--- src/rtl/mips_fetch_pkg.sv ---
// rtl/mips_fetch_pkg.sv - shared state encoding and constants for the fetch sequencer
package mips_fetch_pkg;

  typedef enum logic [1:0] {
    S_IDLE  = 2'd0,
    S_REQ   = 2'd1,
    S_WAIT  = 2'd2,
    S_WRITE = 2'd3
  } fetch_state_e;

  localparam logic [31:0] PC_STEP          = 32'd4;
  localparam logic [31:0] RESET_PC_DEFAULT = 32'h0000_0000;

endpackage

--- src/rtl/fetch_wait_timer.sv ---
// rtl/fetch_wait_timer.sv - memory wait-state counter with timeout flag
module fetch_wait_timer #(
  parameter int TIMEOUT = 16,
  parameter int CNT_W   = 5
) (
  input  logic clk,
  input  logic rst,
  input  logic clr_i,
  input  logic en_i,
  output logic timeout_o
);

  logic [CNT_W-1:0] cnt_q, cnt_d;

  always_comb begin
    cnt_d = cnt_q;
    if (clr_i)     cnt_d = '0;
    else if (en_i) cnt_d = cnt_q + 1'b1;
  end

  always_ff @(posedge clk or posedge rst) begin
    if (rst) cnt_q <= '0;
    else     cnt_q <= cnt_d;
  end

  assign timeout_o = (cnt_q == CNT_W'(TIMEOUT));

endmodule

--- src/rtl/ifetch_sequencer.sv ---
// rtl/ifetch_sequencer.sv - multicycle instruction fetch sequencer feeding the IR
module ifetch_sequencer
  import mips_fetch_pkg::*;
#(
  parameter logic [31:0] RESET_PC = RESET_PC_DEFAULT,
  parameter int          TIMEOUT  = 16,
  parameter int          CNT_W    = 5
) (
  input  logic        clk,
  input  logic        rst,
  input  logic        fetch_en,
  input  logic        pc_load,
  input  logic [31:0] pc_in,
  output logic        mem_rd,
  output logic [31:0] mem_addr,
  input  logic [31:0] mem_rdata,
  input  logic        mem_ready,
  output logic [31:0] instr_out,
  output logic        ir_w,
  output logic [31:0] pc_out,
  output logic        busy,
  output logic        done,
  output logic        fetch_err
);

  fetch_state_e state_q, state_d;
  logic [31:0]  pc_q, pc_d, addr_q, addr_d, instr_q, instr_d, pend_pc_q, pend_pc_d;
  logic         rd_q, rd_d, irw_q, irw_d, err_q, err_d, busy_q, pend_q, pend_d;
  logic         tmr_clr, tmr_en, timeout;

  fetch_wait_timer #(.TIMEOUT(TIMEOUT), .CNT_W(CNT_W)) u_timer (
    .clk       (clk),
    .rst       (rst),
    .clr_i     (tmr_clr),
    .en_i      (tmr_en),
    .timeout_o (timeout)
  );

  always_ff @(posedge clk or posedge rst) begin
    if (rst) state_q <= S_IDLE;
    else     state_q <= state_d;
  end

  always_comb begin
    state_d = state_q;
    case (state_q)
      S_IDLE:  if (!pc_load && fetch_en && pc_q[1:0] == 2'b00) state_d = S_REQ;
      S_REQ:   state_d = mem_ready ? S_WRITE : S_WAIT;
      S_WAIT:  if (mem_ready) state_d = S_WRITE;
               else if (timeout) state_d = S_IDLE;
      S_WRITE: state_d = S_IDLE;
      default: state_d = S_IDLE;
    endcase
  end

  // Next values of every registered output; a redirect seen while busy is parked until the fetch ends.
  always_comb begin
    pc_d      = pc_q;
    addr_d    = addr_q;
    instr_d   = instr_q;
    pend_d    = pend_q;
    pend_pc_d = pend_pc_q;
    rd_d      = 1'b0;
    irw_d     = 1'b0;
    err_d     = 1'b0;
    tmr_clr   = 1'b0;
    tmr_en    = 1'b0;
    case (state_q)
      S_IDLE: begin
        tmr_clr = 1'b1;
        if (pc_load) begin
          pc_d = pc_in;
        end else if (fetch_en) begin
          if (pc_q[1:0] != 2'b00) begin
            err_d = 1'b1;
          end else begin
            rd_d   = 1'b1;
            addr_d = pc_q;
          end
        end
      end
      S_REQ, S_WAIT: begin
        if (pc_load) begin
          pend_d    = 1'b1;
          pend_pc_d = pc_in;
        end
        if (mem_ready) begin
          instr_d = mem_rdata;
          irw_d   = 1'b1;
          tmr_clr = 1'b1;
        end else if (state_q == S_WAIT && timeout) begin
          err_d   = 1'b1;
          tmr_clr = 1'b1;
          pend_d  = 1'b0;
          if (pc_load)     pc_d = pc_in;
          else if (pend_q) pc_d = pend_pc_q;
        end else begin
          rd_d   = 1'b1;
          tmr_en = 1'b1;
        end
      end
      S_WRITE: begin
        tmr_clr = 1'b1;
        pend_d  = 1'b0;
        if (pc_load)     pc_d = pc_in;
        else if (pend_q) pc_d = pend_pc_q;
        else             pc_d = pc_q + PC_STEP;
      end
      default: tmr_clr = 1'b1;
    endcase
  end

  always_ff @(posedge clk or posedge rst) begin
    if (rst) begin
      pc_q      <= RESET_PC;
      addr_q    <= '0;
      instr_q   <= '0;
      pend_q    <= 1'b0;
      pend_pc_q <= '0;
      rd_q      <= 1'b0;
      irw_q     <= 1'b0;
      err_q     <= 1'b0;
      busy_q    <= 1'b0;
    end else begin
      pc_q      <= pc_d;
      addr_q    <= addr_d;
      instr_q   <= instr_d;
      pend_q    <= pend_d;
      pend_pc_q <= pend_pc_d;
      rd_q      <= rd_d;
      irw_q     <= irw_d;
      err_q     <= err_d;
      busy_q    <= (state_d != S_IDLE);
    end
  end

  assign pc_out    = pc_q;
  assign mem_addr  = addr_q;
  assign mem_rd    = rd_q;
  assign instr_out = instr_q;
  assign ir_w      = irw_q;
  assign done      = irw_q;
  assign fetch_err = err_q;
  assign busy      = busy_q;

endmodule

--- config.mk ---
export PLATFORM = sky130hd
export DESIGN_NAME = ifetch_sequencer
export DESIGN_NICKNAME = d
export VERILOG_FILES = /design/src/rtl/mips_fetch_pkg.sv /design/src/rtl/fetch_wait_timer.sv /design/src/rtl/ifetch_sequencer.sv
export SDC_FILE = /design/constraint.sdc
export NUM_CORES = 1
export LEC_CHECK = 0
export CORE_UTILIZATION = 40
export CTS_BUF_LIST = sky130_fd_sc_hd__clkbuf_8
export CTS_CLUSTER_SIZE = 25
export DETAILED_ROUTE_END_ITERATION = 6
export HOLD_SLACK_MARGIN = 0.15
export PLACE_DENSITY = 0.75
export SYNTH_ARGS = -nofsm -noshare
export SYNTH_HDL_FRONTEND = slang
export SYNTH_HIERARCHICAL = 1
export SYNTH_SLANG_ARGS = --single-unit
--- constraint.sdc ---
create_clock -name clk -period 8.21 [get_ports clk]
set_clock_uncertainty 0.2 [all_clocks]
set_input_delay 1.642 -clock clk [delete_from_list [all_inputs] [get_ports clk]]
set_output_delay 1.642 -clock clk [all_outputs]
set_load 0.05 [all_outputs]
# == After elaboration in Yosys (flattened, before gate mapping) ==
# Index checks and enable logic that the tools add are counted.
# classes
shifts,0
n_reduce_logical,16
eq_ne,8
bitwise_logic,2
mux,36
addsub,2
mul,0
n_div,0
magnitude_cmp,0
# op_table
cell,count
$mux W32,7
$pmux W32 S3,1
$add A32 B3 Y32 const B,1
$mux W1,18
$mux W5,2
$pmux W1 S2,4
$pmux W2 S4,1
$reduce_and A4 Y1,2
$reduce_bool A2 Y1,4
$mux W2,3
$ne A2 B2 Y1 const B,3
$add A5 B1 Y5 const B,1
$eq A5 B5 Y1 const B,1
$eq A2 B2 Y1 const B,2
$logic_not A2 Y1,2
$reduce_and A2 Y1,2
$reduce_or A2 Y1,2
$logic_and A1 B1 Y1,3
$ne A3 B3 Y1 const B,1
$eq A2 B1 Y1 const B,1
$not A1 Y1,2
$logic_not A1 Y1,1
# word_totals
reg_bits,140
memories,0
romBits,0
inputBits,69
ram_bits,0
latch_bits,0

# == Logic depth before layout (Yosys ltp) ==
# depth
ltp_word,7
ltp_mapped,10
ltp_nobuf,8

# == By module ==
# The synthesis kept the hierarchy.
# modules_own_cells
mod,n_inst,cells_per_inst,seq_area_each_um2,area_each_um2
ifetch_sequencer,1,614,3378.2,6576.3
fetch_wait_timer,1,27,125.1,302.8

# == Worst setup path after synthesis ==
# Ideal clock, no wire load.
# synth_timing
path_kind,input -> register
start,input port pc_load
end,register pend_pc_q[20]
stages,4
t_required_ps,7885
path_slack_ps,5205
arrival_time_ps,2680
setup_ps,125
n_path_buf,2
cell_sequence,clkbuf_1 -> nand2_1 -> buf_1 -> mux2_2
# synth_between
elab_chain_cells,1
# synth_rtl
element,line,source
"start, declared",ifetch_sequencer.sv:12,"input logic pc_load,"
$reduce_and A2 Y1 (no line),n/a,
"end signal, assigned",ifetch_sequencer.sv:129,pend_pc_q <= pend_pc_d;
"end, declared",ifetch_sequencer.sv:27,"logic [31:0] pc_q, pc_d, addr_q, addr_d, instr_q, instr_d, pend_pc_q, pend_pc_d;"
# No other way between the ends.
# A chain may end at the register's enable or synchronous reset.

# == Worst setup path in the final report ==
# layout_timing
start,input port pc_load
end,register addr_q[3] (netlist: mem_addr[3])
# layout_between
elab_chain_cells,2
# layout_rtl
element,line,source
$not A1 Y1 (no line),n/a,
$reduce_and A4 Y1 (no line),n/a,
"end signal, assigned",ifetch_sequencer.sv:126,addr_q <= addr_d;
"end, declared",ifetch_sequencer.sv:27,
# No other way between the ends.

==> qor.txt <==
H-Tree Level Count = 4
Post-Synth Simple-Gate Area = 0.143
WL met2 = 8.75 mm
CTS resizes = 0
Synth warn = 6
Layout cells sized above 1 = 0.137
Post-Synth Adder-Cell Area = 0.0127
DRT Wirelength = 18.2 mm
Seq. cell area = 3500 µm²
Initial antenna violation count = 0
Top Ports = 170
Total global-route track usage = 0.213
Area of the multi-input gates = 3150 µm²
Largest net degree at the start of global routing = 78
Seq/Total Area, Yosys = 0.509
Final Wtd Congestion = 0.836
Setup repair bufs after CTS = 0
Antenna fix cells = 0
Utilization after layout = 0.546
Commonest non-fill, non-tap cell in the layout = clkdlybuf4s50_1
Reg-to-reg endpoint = pc_out[3]$_DFFE_PP0P_
# clock sinks = 140
CP Data Arrival Time = 4.13 ns
Commonest cells after routing, fill and taps aside = 169 x clkdlybuf4s50_1, 140 x dfrtp_1, 53 x mux2_2, 51 x nor2_1, 51 x nand2_1
Vias/cell = 5.56
Post-synthesis compound-gate area fraction = 0.136
Setup_tns = 0 ns
Chip width = 133 µm
Slew Viols, Final = 0
Yosys reg bits = 140
Top Metal Used = met4
Number of synthesized flops with an enable pin = 0
Mean area per synthesized cell = 10.7 µm²
DR WL/cell = 17.7 µm
Vias in the first global route = 5,587
Core box area = 16,700 µm²
Mux contribution to synthesized area = 0.159
Initial DRC Count = 446
Largest family of logic cells by synthesized area = multiplexers
Clk pin slew, worst setup/hold paths = 0.07 ns
FILL cells = 1,450
Post-synth cell types = 69
Post-DP HPWL = 12.6 mm
Synthesized cell area = 6880 µm²
Minimum clock period = 4.00 ns
Skew-Pair Late Insertion Delay = 0.44 ns
Maximum fanout along the worst path = 40
Number of routed nets with antenna violations = 0
Die area = 17,700 µm²
Power Density = 470 nW/µm²
Worst-Margin Slew = 1.09 ns
Crit path kind = in2reg
Synthesized Nets = 717
CP endpoint = mem_addr[3]$_DFFE_PP0P_
First-pass GRT wire length = 29.5 mm
CTS tree = built
Fmax = 0.250 GHz
Worst hold slack = 0.282 ns
Clock Tree Root = clkbuf_8
Total CTS buffers = 17
IO buf count = 169
Hold_buf cts = 0
Top FF cell, synth = dfrtp_1
Wl on met1 = 8.10 mm
Post-Syn Instances = 641
Worst Hold Class = reg2reg
Met3 wire length = 1.13 mm
Maximum VDD drop = 274 µV
Post-Synth XOR/XNOR Area = 0.00637
R2R depth = 7
R2r setup slk = 5.22 ns
Nets@finish = 873
Global route overflow = 0
DRC errors left = 0
Ratio of final minimum period to clock period = 0.488
Drt pass-1 iters = 5
Final Hold Viols = 0
Ys async rst share = 1.00
Area growth from synthesis to layout = 32.6%
Worst slew margin = 0.274
Initial core utilization = 0.412
Row cnt = 47
Status = finished clean
CP required = 8.33 ns
Die Y = 133 µm
P_leak = 3.74 nW
CP Capture Type = flip-flop
Setup Viol. Count Final = 0
Worst Setup SP = pc_load
Max Root-Sink Buffers = 2
RSZ-0062 raised after global routing = no
Vias = 5,731
Reg-to-reg startpoint = state_q[0]$_DFF_PP0_
Critical path startpoint category = input pin
Power Total = 0.00429 W
Max cap viols = 0
[routing by layer]
metal / GRT usage / up-vias
li1: - / 2649
met1: 0.286 / 2854
met4: 0.0638 / 0
met3: 0.0521 / 18
met5: 0 / -
met2: 0.342 / 210
[layout make-up]
class                           instances  area share
Clock inverter                         15      0.0154
Tap cell                              220      0.0302
Sequential cell                       140       0.384
Clock buffer                           17      0.0257
Timing Repair Buffer                  176       0.191
Inverter                               17     0.00755
Multi-Input combinational cell        445       0.346
[per-stage QoR]
| step | std cells | cell area (µm²) | setup slack (ns) |
|---|---|---|---|
| final | 1030 | 9120 | 4.21 |
| after global routing | 1030 | 9120 | 4.03 |
| after CTS | 1030 | 9120 | 4.22 |
| after detailed placement | 998 | 8750 | 3.74 |
| after global placement | 998 | 8750 | 3.77 |
| after floorplan | 641 | 6880 | 2.76 |
[where the power goes]
| part | switching, W | internal (W) | leakage [nW] |
|---|---|---|---|
| logic | 0.00154 | 0.000906 | 1.86 |
| registers | 0.000285 | 0.00102 | 1.70 |
| clock network | 0.000289 | 0.000244 | 0.180 |
| total | 0.00212 | 0.00217 | 3.74 |
[worst min-delay path by stage]
stage                                     end  depth (start not counted)  slack, ns                 startpoint
finish                mem_addr[1]$_DFFE_PP0P_                          1       0.28    mem_addr[1]$_DFFE_PP0P_
global route          mem_addr[0]$_DFFE_PP0P_                          1       0.31    mem_addr[0]$_DFFE_PP0P_
CTS                   mem_addr[0]$_DFFE_PP0P_                          1       0.29    mem_addr[0]$_DFFE_PP0P_
detailed placement    mem_addr[0]$_DFFE_PP0P_                          1       0.27    mem_addr[0]$_DFFE_PP0P_
global placement      mem_addr[0]$_DFFE_PP0P_                          1       0.27    mem_addr[0]$_DFFE_PP0P_
floorplan           pend_pc_q[18]$_DFFE_PP0P_                          1       0.26  pend_pc_q[18]$_DFFE_PP0P_
[registers in the layout, indices dropped and copies added (netlist names)]
register / count
done: 1
instr_out: 32
busy: 1
fetch_err: 1
mem_addr: 32
pend_q: 1
pend_pc_q: 32
state_q: 2
mem_rd: 1
u_timer/cnt_q: 5
pc_out: 32
[Yosys cell counts, drive strengths merged, types with 2 or more instances]
master,instances,area share
mux2i,4,0.0058
and3,5,0.0047
nand3,16,0.012
ha,7,0.013
o221ai,2,0.0025
nand2b,10,0.0091
o2bb2ai,3,0.0038
nor2b,5,0.0049
a21o,2,0.0022
nand4,19,0.020
clkbuf,22,0.012
a21oi,31,0.023
a311oi,2,0.0025
o22ai,3,0.0027
a211oi,5,0.0055
o22a,2,0.0025
o311ai,2,0.0025
nor3,11,0.0087
a21bo,3,0.0044
buf,17,0.012
nand3b,2,0.0022
o31ai,12,0.013
xnor2,4,0.0051
nand2,52,0.028
and4,2,0.0025
a31oi,6,0.0055
mux2,93,0.15
a32o,3,0.0044
dfrtp,140,0.51
or4,4,0.0044
a31o,2,0.0025
a211o,3,0.0038
o2111ai,2,0.0025
o21ai,46,0.033
o221a,2,0.0033
or2,3,0.0027
inv,17,0.0093
nor2,52,0.029
and2,5,0.0045
o211ai,4,0.0044
nor4,4,0.0067
or3,2,0.0018
[logic make-up after synthesis]
logic type | Yosys count
buf+inv | 56
mux | 97
xor+xnor | 5
flops | 140
fa+ha+maj | 7
simple gates | 193
compound gates | 143
[critical path, cell delays in order]
cell             delay [ns]
clkdlybuf4s50_1        0.46
buf_4                  0.35
inv_2                  0.29
and3_1                 0.27
nand2_2                0.67
mux2_2                 0.41
(Power assumes the default switching activity.)
==> RTL edit, RTL diff (same flow settings) <==
`CNT_W` is set to 5 in 2 places; all go to 10.
--- a/src/rtl/fetch_wait_timer.sv
+++ b/src/rtl/fetch_wait_timer.sv
@@ -3,3 +3,3 @@
   parameter int TIMEOUT = 16,
-  parameter int CNT_W   = 5
+  parameter int CNT_W   = 10
 ) (
--- a/src/rtl/ifetch_sequencer.sv
+++ b/src/rtl/ifetch_sequencer.sv
@@ -6,3 +6,3 @@
   parameter int          TIMEOUT  = 16,
-  parameter int          CNT_W    = 5
+  parameter int          CNT_W    = 10
 ) (
Check against the original RTL: same outputs for any inputs over 4 cycles, from zero or initial values and one cycle with rst high; that may be too few to reach the edited logic, so the function may still have changed.
==> RTL edit against the original RTL <==
  * Critical endpoint is now mem_addr[24]$_DFFE_PP0P_
  * Final cell count grew 3.2%
  * Maximum frequency grew 0.23%
  * Area after synthesis grew 3.7%
  * Final area grew 3.9%
  * Sequential cell count grew 5
  * Total power grew 4.0%
  * Routed wire length grew 4.2%
  * Count of clock-buffer cells in the layout grew 4
  * Setup slack gained 0.0092 ns
  * Largest power group unchanged
==> RTL edit: results (changes against the original RTL) <==
Global route
The overall fraction of global-route tracks in use is 0.2190 (was 0.2131). The first-pass GRT wire length is 30660 µm (was 29520 µm). The number of global-route vias before repair came to 5933 (was 5587).

Yosys
The fraction of the mapped netlist area in compound gates came to 0.1384 (was 0.1360). Post-synth top cells: 145 x dfrtp_1, 55 x nor2_1, 54 x nand2_1 (was 140 x dfrtp_1, 53 x mux2_2, 52 x nand2_1). The xor and xnor fraction of the mapped netlist area is 0.009823 (was 0.006366).

The post-synthesis net count is 748 (was 717). The adder-cell share of the synthesized area is 0.01228 (was 0.01273). The post-synthesis mux area share came to 0.1509 (was 0.1591).

Routing
The overall routed net length is 18990 µm (was 18230 µm). The average vias per placed instance was 5.596 (was 5.564). The detailed router's first-iteration violation count is 389 (was 446).

Clocking
The clock insertion delay at the later pin of the skew report was 0.46 ns (was 0.44 ns). The total number of clock tree sinks came to 145 (was 140).

Placement
The minimum setup slack after placement is 3.763 ns (was 3.742 ns). The final weighted congestion in routability-driven placement is 0.8530 (was 0.8356). The final HPWL from detailed placement is 13310 µm (was 12600 µm). The number of cells in the design after placement is 1033 (was 998).

Final layout
The area taken by flip-flops and latches is 0.003628 mm² (was 0.003503 mm²). The post-route non-filler standard cell count is 1063 (was 1030). The share of final-layout standard cells stronger than drive strength 1 came to 0.1277 (was 0.1370). The number of signal-net buffers in the layout is 177 (was 176). The clock network area share is 0.04938 (was 0.04102). The count of clock buffers in the final design is 21 (was 17). The non-clock buffer area fraction after layout is 0.1848 (was 0.1912). The fill cell instance count of the final layout is 1560 (was 1450). The post-layout net count is 903 (was 873). The multi-input combinational area share is 0.3451 (was 0.3459).

Setup path
The capture point of the critical path is mem_addr[24]$_DFFE_PP0P_ (was mem_addr[3]$_DFFE_PP0P_). The reg-to-reg critical path startpoint was u_timer/cnt_q[0]$_DFFE_PP0P_ (was state_q[0]$_DFF_PP0_). The count of cells along the worst register-to-register path came to 10 (was 7).

The slack of the worst reg-to-reg path is 5.13 ns (was 5.22 ns).

Die
The initial cell density of the core is 0.4110 (was 0.4119).

Pwr
The total clock network power is 657 µW (was 533 µW). The internal cell power is 2.349 mW (was 2.171 mW). The total leakage power is 3.861 nW (was 3.744 nW). The largest vdd supply drop was 0.0002801 V (was 0.0002744 V).

Run status
Run status: complete, no violations (unchanged).

Min path
The beginning of the worst hold path is pend_pc_q[22]$_DFFE_PP0P_ (was mem_addr[1]$_DFFE_PP0P_). The worst min-delay path endpoint is pend_pc_q[22]$_DFFE_PP0P_ (was mem_addr[1]$_DFFE_PP0P_).

STA
The slew at the pin with the worst max-slew slack is 0.8986 ns (was 1.085 ns).
[RTL edit: metrics by stage]
step | area, µm² | power, mW
2_1_floorplan | 7133 | 3.010
3_3_place_gp | 9009 | 3.769
3_5_place_dp | 9009 | 3.817
4_1_cts | 9477 | 4.488
5_1_grt | 9477 | 4.716
6_report | 9477 | 4.459
[RTL edit: critical path: cells and delay by family]
kind / cells / cell delay, ns
buffers and inverters: 3 / 1.11
multiplexers: 1 / 0.41
AND/OR/NAND/NOR: 2 / 0.92
[RTL edit: per-layer routing]
| metal | track usage | up-vias | share of wire |
|---|---|---|---|
| li1 | - | 2745 | - |
| met1 | 0.2695 | 2910 | 0.42 |
| met2 | 0.3540 | 262 | 0.48 |
| met3 | 0.07183 | 32 | 0.086 |
| met4 | 0.08677 | 0 | 0.018 |
| met5 | 0 | - | 0 |
